File: src/rtl/led_seq_pkg.sv
// Shared definitions for the LED sequencer: mode encodings, seeds, control payload.
package led_seq_pkg;

  localparam int unsigned MODE_W = 2;

  localparam logic [MODE_W-1:0] MODE_ROT_L  = 2'd0;
  localparam logic [MODE_W-1:0] MODE_ROT_R  = 2'd1;
  localparam logic [MODE_W-1:0] MODE_BOUNCE = 2'd2;
  localparam logic [MODE_W-1:0] MODE_COUNT  = 2'd3;

  // Seeds are single-bit values zero-extended to the LED width.
  localparam logic SEED_PATTERN = 1'b1;
  localparam logic SEED_COUNT   = 1'b0;

  localparam logic DIR_LEFT  = 1'b0;
  localparam logic DIR_RIGHT = 1'b1;

  typedef struct packed {
    logic [MODE_W-1:0] mode;
    logic              enable;
    logic              step;
  } led_seq_ctrl_t;

  function automatic logic seed_bit(input logic [MODE_W-1:0] mode);
    return (mode == MODE_COUNT) ? SEED_COUNT : SEED_PATTERN;
  endfunction

endpackage

File: src/rtl/led_sequencer_if.sv
// Control/LED bundle between the sequencer and whatever drives it.
interface led_sequencer_if #(
  parameter int unsigned NUM_LEDS = 16
);
  import led_seq_pkg::*;

  led_seq_ctrl_t       ctrl;
  logic [NUM_LEDS-1:0] leds;
  logic                tick;

  modport master (output ctrl, input leds, input tick);
  modport slave  (input ctrl, output leds, output tick);

endinterface

File: src/rtl/led_sequencer_tick_divider.sv
// Free-running step divider: strobes at terminal count while enabled, holds when paused.
module tick_divider #(
  parameter int unsigned TICKS_PER_STEP = 50_000_000
) (
  input  logic clk100m,
  input  logic rst,
  input  logic en,
  input  logic clr,
  output logic tick
);

  localparam int unsigned CNT_W = (TICKS_PER_STEP > 1) ? $clog2(TICKS_PER_STEP) : 1;
  localparam logic [CNT_W-1:0] TERM = CNT_W'(TICKS_PER_STEP - 1);

  logic [CNT_W-1:0] cnt_q;
  logic [CNT_W-1:0] cnt_d;
  logic             term_c;

  assign term_c = (cnt_q == TERM);
  // A clear in the same cycle swallows the strobe so callers see a clean restart.
  assign tick   = en & term_c & ~clr;

  always_comb begin
    cnt_d = cnt_q;
    if (clr) begin
      cnt_d = '0;
    end else if (en) begin
      cnt_d = term_c ? '0 : cnt_q + CNT_W'(1);
    end
  end

  always_ff @(posedge clk100m or posedge rst) begin
    if (rst) begin
      cnt_q <= '0;
    end else begin
      cnt_q <= cnt_d;
    end
  end

endmodule

File: src/rtl/led_sequencer.sv
// LED pattern sequencer: rotate/bounce/count patterns advanced by a divider or single-step.
module led_sequencer
  import led_seq_pkg::*;
#(
  parameter int unsigned NUM_LEDS       = 16,
  parameter int unsigned TICKS_PER_STEP = 50_000_000
) (
  input  logic                  clk100m,
  input  logic                  rst,
  led_sequencer_if.slave        bus
);

  localparam int unsigned LW = NUM_LEDS;

  logic [LW-1:0]     leds_q;
  logic [LW-1:0]     leds_d;
  logic              tick_q;
  logic              tick_d;
  logic              dir_q;
  logic              dir_d;
  logic [MODE_W-1:0] mode_q;
  logic [MODE_W-1:0] mode_d;

  logic              mode_chg_c;
  logic              div_tick_c;
  logic              advance_c;

  assign mode_chg_c = (bus.ctrl.mode != mode_q);

  tick_divider #(
    .TICKS_PER_STEP (TICKS_PER_STEP)
  ) u_tick_divider (
    .clk100m (clk100m),
    .rst     (rst),
    .en      (bus.ctrl.enable),
    .clr     (mode_chg_c),
    .tick    (div_tick_c)
  );

  // Single-step only counts while paused; free-run ignores it.
  assign advance_c = bus.ctrl.enable ? div_tick_c : bus.ctrl.step;

  always_comb begin
    leds_d = leds_q;
    tick_d = 1'b0;
    dir_d  = dir_q;
    mode_d = bus.ctrl.mode;
    if (mode_chg_c) begin
      leds_d = LW'(seed_bit(bus.ctrl.mode));
      dir_d  = DIR_LEFT;
    end else if (advance_c) begin
      tick_d = 1'b1;
      case (mode_q)
        MODE_ROT_L:  leds_d = (leds_q << 1) | (leds_q >> (LW - 1));
        MODE_ROT_R:  leds_d = (leds_q >> 1) | (leds_q << (LW - 1));
        MODE_BOUNCE: begin
          // End bit is shown for one step, then the direction reverses.
          if (LW > 1) begin
            if (dir_q == DIR_LEFT) begin
              if (leds_q[LW-1]) begin
                leds_d = leds_q >> 1;
                dir_d  = DIR_RIGHT;
              end else begin
                leds_d = leds_q << 1;
              end
            end else begin
              if (leds_q[0]) begin
                leds_d = leds_q << 1;
                dir_d  = DIR_LEFT;
              end else begin
                leds_d = leds_q >> 1;
              end
            end
          end
        end
        MODE_COUNT:  leds_d = leds_q + LW'(1);
        default:     leds_d = leds_q;
      endcase
    end
  end

  always_ff @(posedge clk100m or posedge rst) begin
    if (rst) begin
      leds_q <= LW'(SEED_PATTERN);
      tick_q <= 1'b0;
      dir_q  <= DIR_LEFT;
      mode_q <= MODE_ROT_L;
    end else begin
      leds_q <= leds_d;
      tick_q <= tick_d;
      dir_q  <= dir_d;
      mode_q <= mode_d;
    end
  end

  assign bus.leds = leds_q;
  assign bus.tick = tick_q;

endmodule

File: src/flat_wrapper.sv
// flat-port wrapper written by rule: the top's interface ports become plain ports
module led_sequencer_flat import led_seq_pkg::*;
#(
  parameter int unsigned NUM_LEDS       = 16,
  parameter int unsigned TICKS_PER_STEP = 50_000_000
)
  (clk100m, rst, bus_ctrl, bus_leds, bus_tick);
  led_sequencer_if #(.NUM_LEDS(NUM_LEDS)) bus_i ();
  input  logic clk100m;
  input  logic rst;
  input wire logic [$bits(bus_i.ctrl)-1:0] bus_ctrl;
  output wire logic [$bits(bus_i.leds)-1:0] bus_leds;
  output wire logic [$bits(bus_i.tick)-1:0] bus_tick;
  assign bus_i.ctrl = bus_ctrl;
  assign bus_leds = bus_i.leds;
  assign bus_tick = bus_i.tick;
  led_sequencer #(.NUM_LEDS(NUM_LEDS), .TICKS_PER_STEP(TICKS_PER_STEP)) u_core (.clk100m(clk100m), .rst(rst), .bus(bus_i));
endmodule
File: config.mk
export PLATFORM = sky130hd
export DESIGN_NAME = led_sequencer_flat
export DESIGN_NICKNAME = d
export VERILOG_FILES = /design/src/rtl/led_seq_pkg.sv /design/src/rtl/led_sequencer_if.sv /design/src/rtl/led_sequencer_tick_divider.sv /design/src/rtl/led_sequencer.sv /design/src/flat_wrapper.sv
export SDC_FILE = /design/constraint.sdc
export NUM_CORES = 1
export LEC_CHECK = 0
export CAP_MARGIN = 20
export CORE_MARGIN = 1.5
export CORE_UTILIZATION = 35
export DETAILED_ROUTE_END_ITERATION = 8
export MAX_ROUTING_LAYER = met4
export SLEW_MARGIN = 10
export SYNTH_ARGS = -nofsm -noshare
export SYNTH_HDL_FRONTEND = slang
export SYNTH_SLANG_ARGS = --single-unit
File: constraint.sdc
create_clock -name clk100m -period 2.1 [get_ports clk100m]
set_clock_uncertainty 0.2 [all_clocks]
set_input_delay 0.42 -clock clk100m [delete_from_list [all_inputs] [get_ports clk100m]]
set_output_delay 0.42 -clock clk100m [all_outputs]
set_load 0.01 [all_outputs]
==> qor.txt <==
run status - finished clean
share of synthesized cell area in and, or, nand and nor gates - 24.1%
die extent in y - 96.4 um
leftover overflow at the end of global routing - 0
CTS tree - done
Int Pwr - 0.00141 W
cell area after synthesis - 3050 sq um
share of post-route cells with drive strength above 1 - 32.0%
last weighted congestion value of the routability-driven placer - 0.880
Slew headroom - 69.6%
Clk Tree Root Cell - sky130_fd_sc_hd__clkbuf_8
DR WL/cell - 16.0 um
number of cells after detailed placement - 509
Final nets - 424
htree depth - 2
top cell type by total area after synthesis - sky130_fd_sc_hd__dfrtp_1
most common flop cell mapped by yosys - sky130_fd_sc_hd__dfrtp_1
main combinational cell family by area after synthesis - simple AND/OR/NAND/NOR gates
first-pass GRT wire length - 13600 um
synthesis-stage register bit count - 46
clock latency of the later-clocked register in the worst-skew pair - 310 ps
diode insertion count for antenna repair - 0
average size of a mapped cell - 9.17 sq um
clk sinks - 46
power density cells - 464 nW/um^2
Crit path required time - 2130 ps
Synthesized Nets - 342
starting DRC count in detailed routing - 220
sequential fraction of the synthesis area - 37.7%
share of flip-flops with an asynchronous set or reset after synthesis - 100%
setup repair after global routing missed its margin - true
sequential group share of total power - 47.7%
Comb power frac - 17.1%
number of rows in the core area - 33
Final Hold Violating Endpoints - 0
Max Buffers Root-to-Sink - 2
final non-filler cell total - 521
FILL cells - 790
instance area at placement - 3830 sq um
LEAKAGE - 1.64 nW
clk slew on worst S/H paths - 100 ps
maximum fanout along the worst path - 5
minimum setup slack after placement - -304 ps
number of antenna violations at the first check in global routing - 0
post-route met1 wirelength - 4070 um
ratio of final minimum period to clock period - 99.7%
number of remaining DRC errors - 0
fin. max-slew vios - 0
worst vdd ir - 0.311 mV
highest metal layer with signal wires - met4
die width - 96.4 um
final worst-path setup slack - 6.27 ps
initial standard-cell utilization of the core - 36.6%
Port-buffer cells - 22
total routing usage reported by global routing - 19.6%
total vias in the final route - 2924
mean number of vias per cell - 5.61
Core Util, Final - 49.3%
crit path DAT - 2120 ps
number of synthesized flops with an enable pin - 0
area of the die - 9300 sq um
Synth Area in Compound Gates - 19.9%
number of routed nets with antenna violations - 0
Setup CP Type - register to register
count of yosys warnings during synthesis - 0
Sw Share - 26.4%
xor-xnor portion of the synthesized cell area - 7.17%
crit start category - register
Mapped Cells - 333
kind of path behind the tightest hold check - input port to asynchronous set/reset pin
DR WL met2 - 3730 um
net switching power of the design - 0.000504 W
first-pass iteration count of the detailed router - 4
fmax - 0.478 GHz
post-synthesis adder-cell area fraction - 1.23%
Detailed Place HPWL - 6030 um
Final min period - 2090 ps
share of cell area taken by muxes after synthesis - 3.24%
slew at the pin closest to its max-slew limit - 456 ps
top post-synthesis cells by area - sky130_fd_sc_hd__dfrtp_1 (37%), sky130_fd_sc_hd__nor2_1 (4.8%), sky130_fd_sc_hd__xnor2_1 (4.0%)
ports placed on the boundary - 23
number of buffers added by the clock tree synthesis step - 5
relative contribution of the clock network to total power - 35.2%
reported max-cap violation count - 0
number of buffers added to fix hold violations after cts - 0
number of global-route vias before repair - 2757
proportion of netlist area held by the largest area contributor - 36.9%
Final Hold Slack - 235 ps
kind of end point of the critical path - register
Routed Wire Length - 8360 um
pin count of the biggest net entering global routing - 19
number of library cell types mapped by synthesis - 65
Core Box Area - 8340 sq um
final number of setup-violating endpoints - 0
met3 routed WL - 464 um
P&R area growth vs syn - 34.7%
Non-Filler Cell Area, Final - 4120 sq um
worst max-delay path, stage by stage, from the launching register on:
cell	delay, ps
sky130_fd_sc_hd__dfstp_2	590
sky130_fd_sc_hd__ha_4	160
sky130_fd_sc_hd__nand3_2	90
sky130_fd_sc_hd__or3b_4	460
sky130_fd_sc_hd__o311ai_4	230
sky130_fd_sc_hd__o211ai_1	140
sky130_fd_sc_hd__a21oi_1	160
cells by family (layout without fill, tap and decap cells):
| logic type | count (synthesis) | count (layout) |
|---|---|---|
| adders and majority gates | 3 | 3 |
| buffers and inverters | 33 | 116 |
| and+or+nand+nor | 134 | 134 |
| DFF | 46 | 46 |
| xor gates and xnor gates | 25 | 25 |
| muxes | 7 | 7 |
| AOI/OAI and AO/OA | 85 | 85 |
cells in the final DEF (no fill, tap or decap), types with 6 or more instances in the layout:
cell,instances
sky130_fd_sc_hd__xor2_1,10
sky130_fd_sc_hd__dfrtp_1,42
sky130_fd_sc_hd__o21ai_1,7
sky130_fd_sc_hd__nand3_1,14
sky130_fd_sc_hd__nand2_1,16
sky130_fd_sc_hd__o21ai_0,10
sky130_fd_sc_hd__nor3_1,6
sky130_fd_sc_hd__nor2_1,37
sky130_fd_sc_hd__xnor2_1,14
sky130_fd_sc_hd__nand4_1,14
sky130_fd_sc_hd__inv_1,9
sky130_fd_sc_hd__clkdlybuf4s50_1,21
sky130_fd_sc_hd__a21oi_1,16
sky130_fd_sc_hd__buf_4,66
layer usage:
layer / global-route usage, % / vias to the layer above
met2: 29.5 / 94
li1: - / 1402
met3: 3.05 / 9
met4: 5.31 / 0
met1: 27.6 / 1419
met5: - / -
path summary, 6_finish.rpt:
check                                                 from                              end  slack, ps  cells after the start
setup / recovery                        u_core.bus.leds[0]              u_core.bus.leds[10]          6                      6
hold / removal                                         rst   u_core.u_tick_divider.cnt_q[8]        230                      2
setup reg to reg                        u_core.bus.leds[0]              u_core.bus.leds[10]          6                      6
hold reg to reg            u_core.u_tick_divider.cnt_q[22]  u_core.u_tick_divider.cnt_q[22]        350                      2
max in group asynchronous                              rst               u_core.bus.leds[7]       1000                      3
min in group clk100m       u_core.u_tick_divider.cnt_q[22]  u_core.u_tick_divider.cnt_q[22]        350                      2
Yosys cell counts (11+ instances only):
library cell               n
sky130_fd_sc_hd__a21oi_1  19
sky130_fd_sc_hd__nand3_1  15
sky130_fd_sc_hd__xnor2_1  14
sky130_fd_sc_hd__nand4_1  14
sky130_fd_sc_hd__nand2_1  18
sky130_fd_sc_hd__dfrtp_1  45
sky130_fd_sc_hd__nor3_1   11
sky130_fd_sc_hd__xor2_1   11
sky130_fd_sc_hd__nor2_1   39
sky130_fd_sc_hd__o21ai_0  12
sky130_fd_sc_hd__inv_1    12
per-stage QoR:
step	TNS, ps	total power [W]
final	0	0.00191
after global routing	-232	0.00199
after CTS	-11.5	0.00190
after detailed placement	-8730	0.00123
after global placement	-7340	0.00123
after floorplan	0	0.00109
layout make-up:
cell class                      count  area (sq um)  area share (%)
Sequential cell                    46          1160            28.1
Clock inverter                      2          37.5           0.912
Timing Repair Buffer               96           840            20.4
Tap cell                          105           131            3.19
Clock buffer                        6          72.6            1.76
Inverter                           12          45.0            1.09
Multi-Input combinational cell    254          1830            44.5
power groups by stage:
stage / registers, W / clock network, W / logic, W
finish: 0.000911 / 0.000673 / 0.000326
CTS: 0.000909 / 0.000688 / 0.000307
detailed placement: 0.000926 / 0 / 0.000305
floorplan: 0.000931 / 0 / 0.000162
global route: 0.000913 / 0.000723 / 0.000355
global placement: 0.000925 / 0 / 0.000300
sequential cells by signal, indices dropped and copies added (netlist names):
signal	count
u_core.u_tick_divider.cnt_q	26
u_core.mode_q	2
u_core.bus.leds	16
u_core.dir_q	1
u_core.bus.tick	1
timing repair:
action,CTS,global route
pin swaps,6,13
endpoints found under the setup margin,10,40
gates cloned,0,1
gates resized for setup,9,34
setup buffers,0,3
Note: power is estimated with default switching activity, not from simulation.
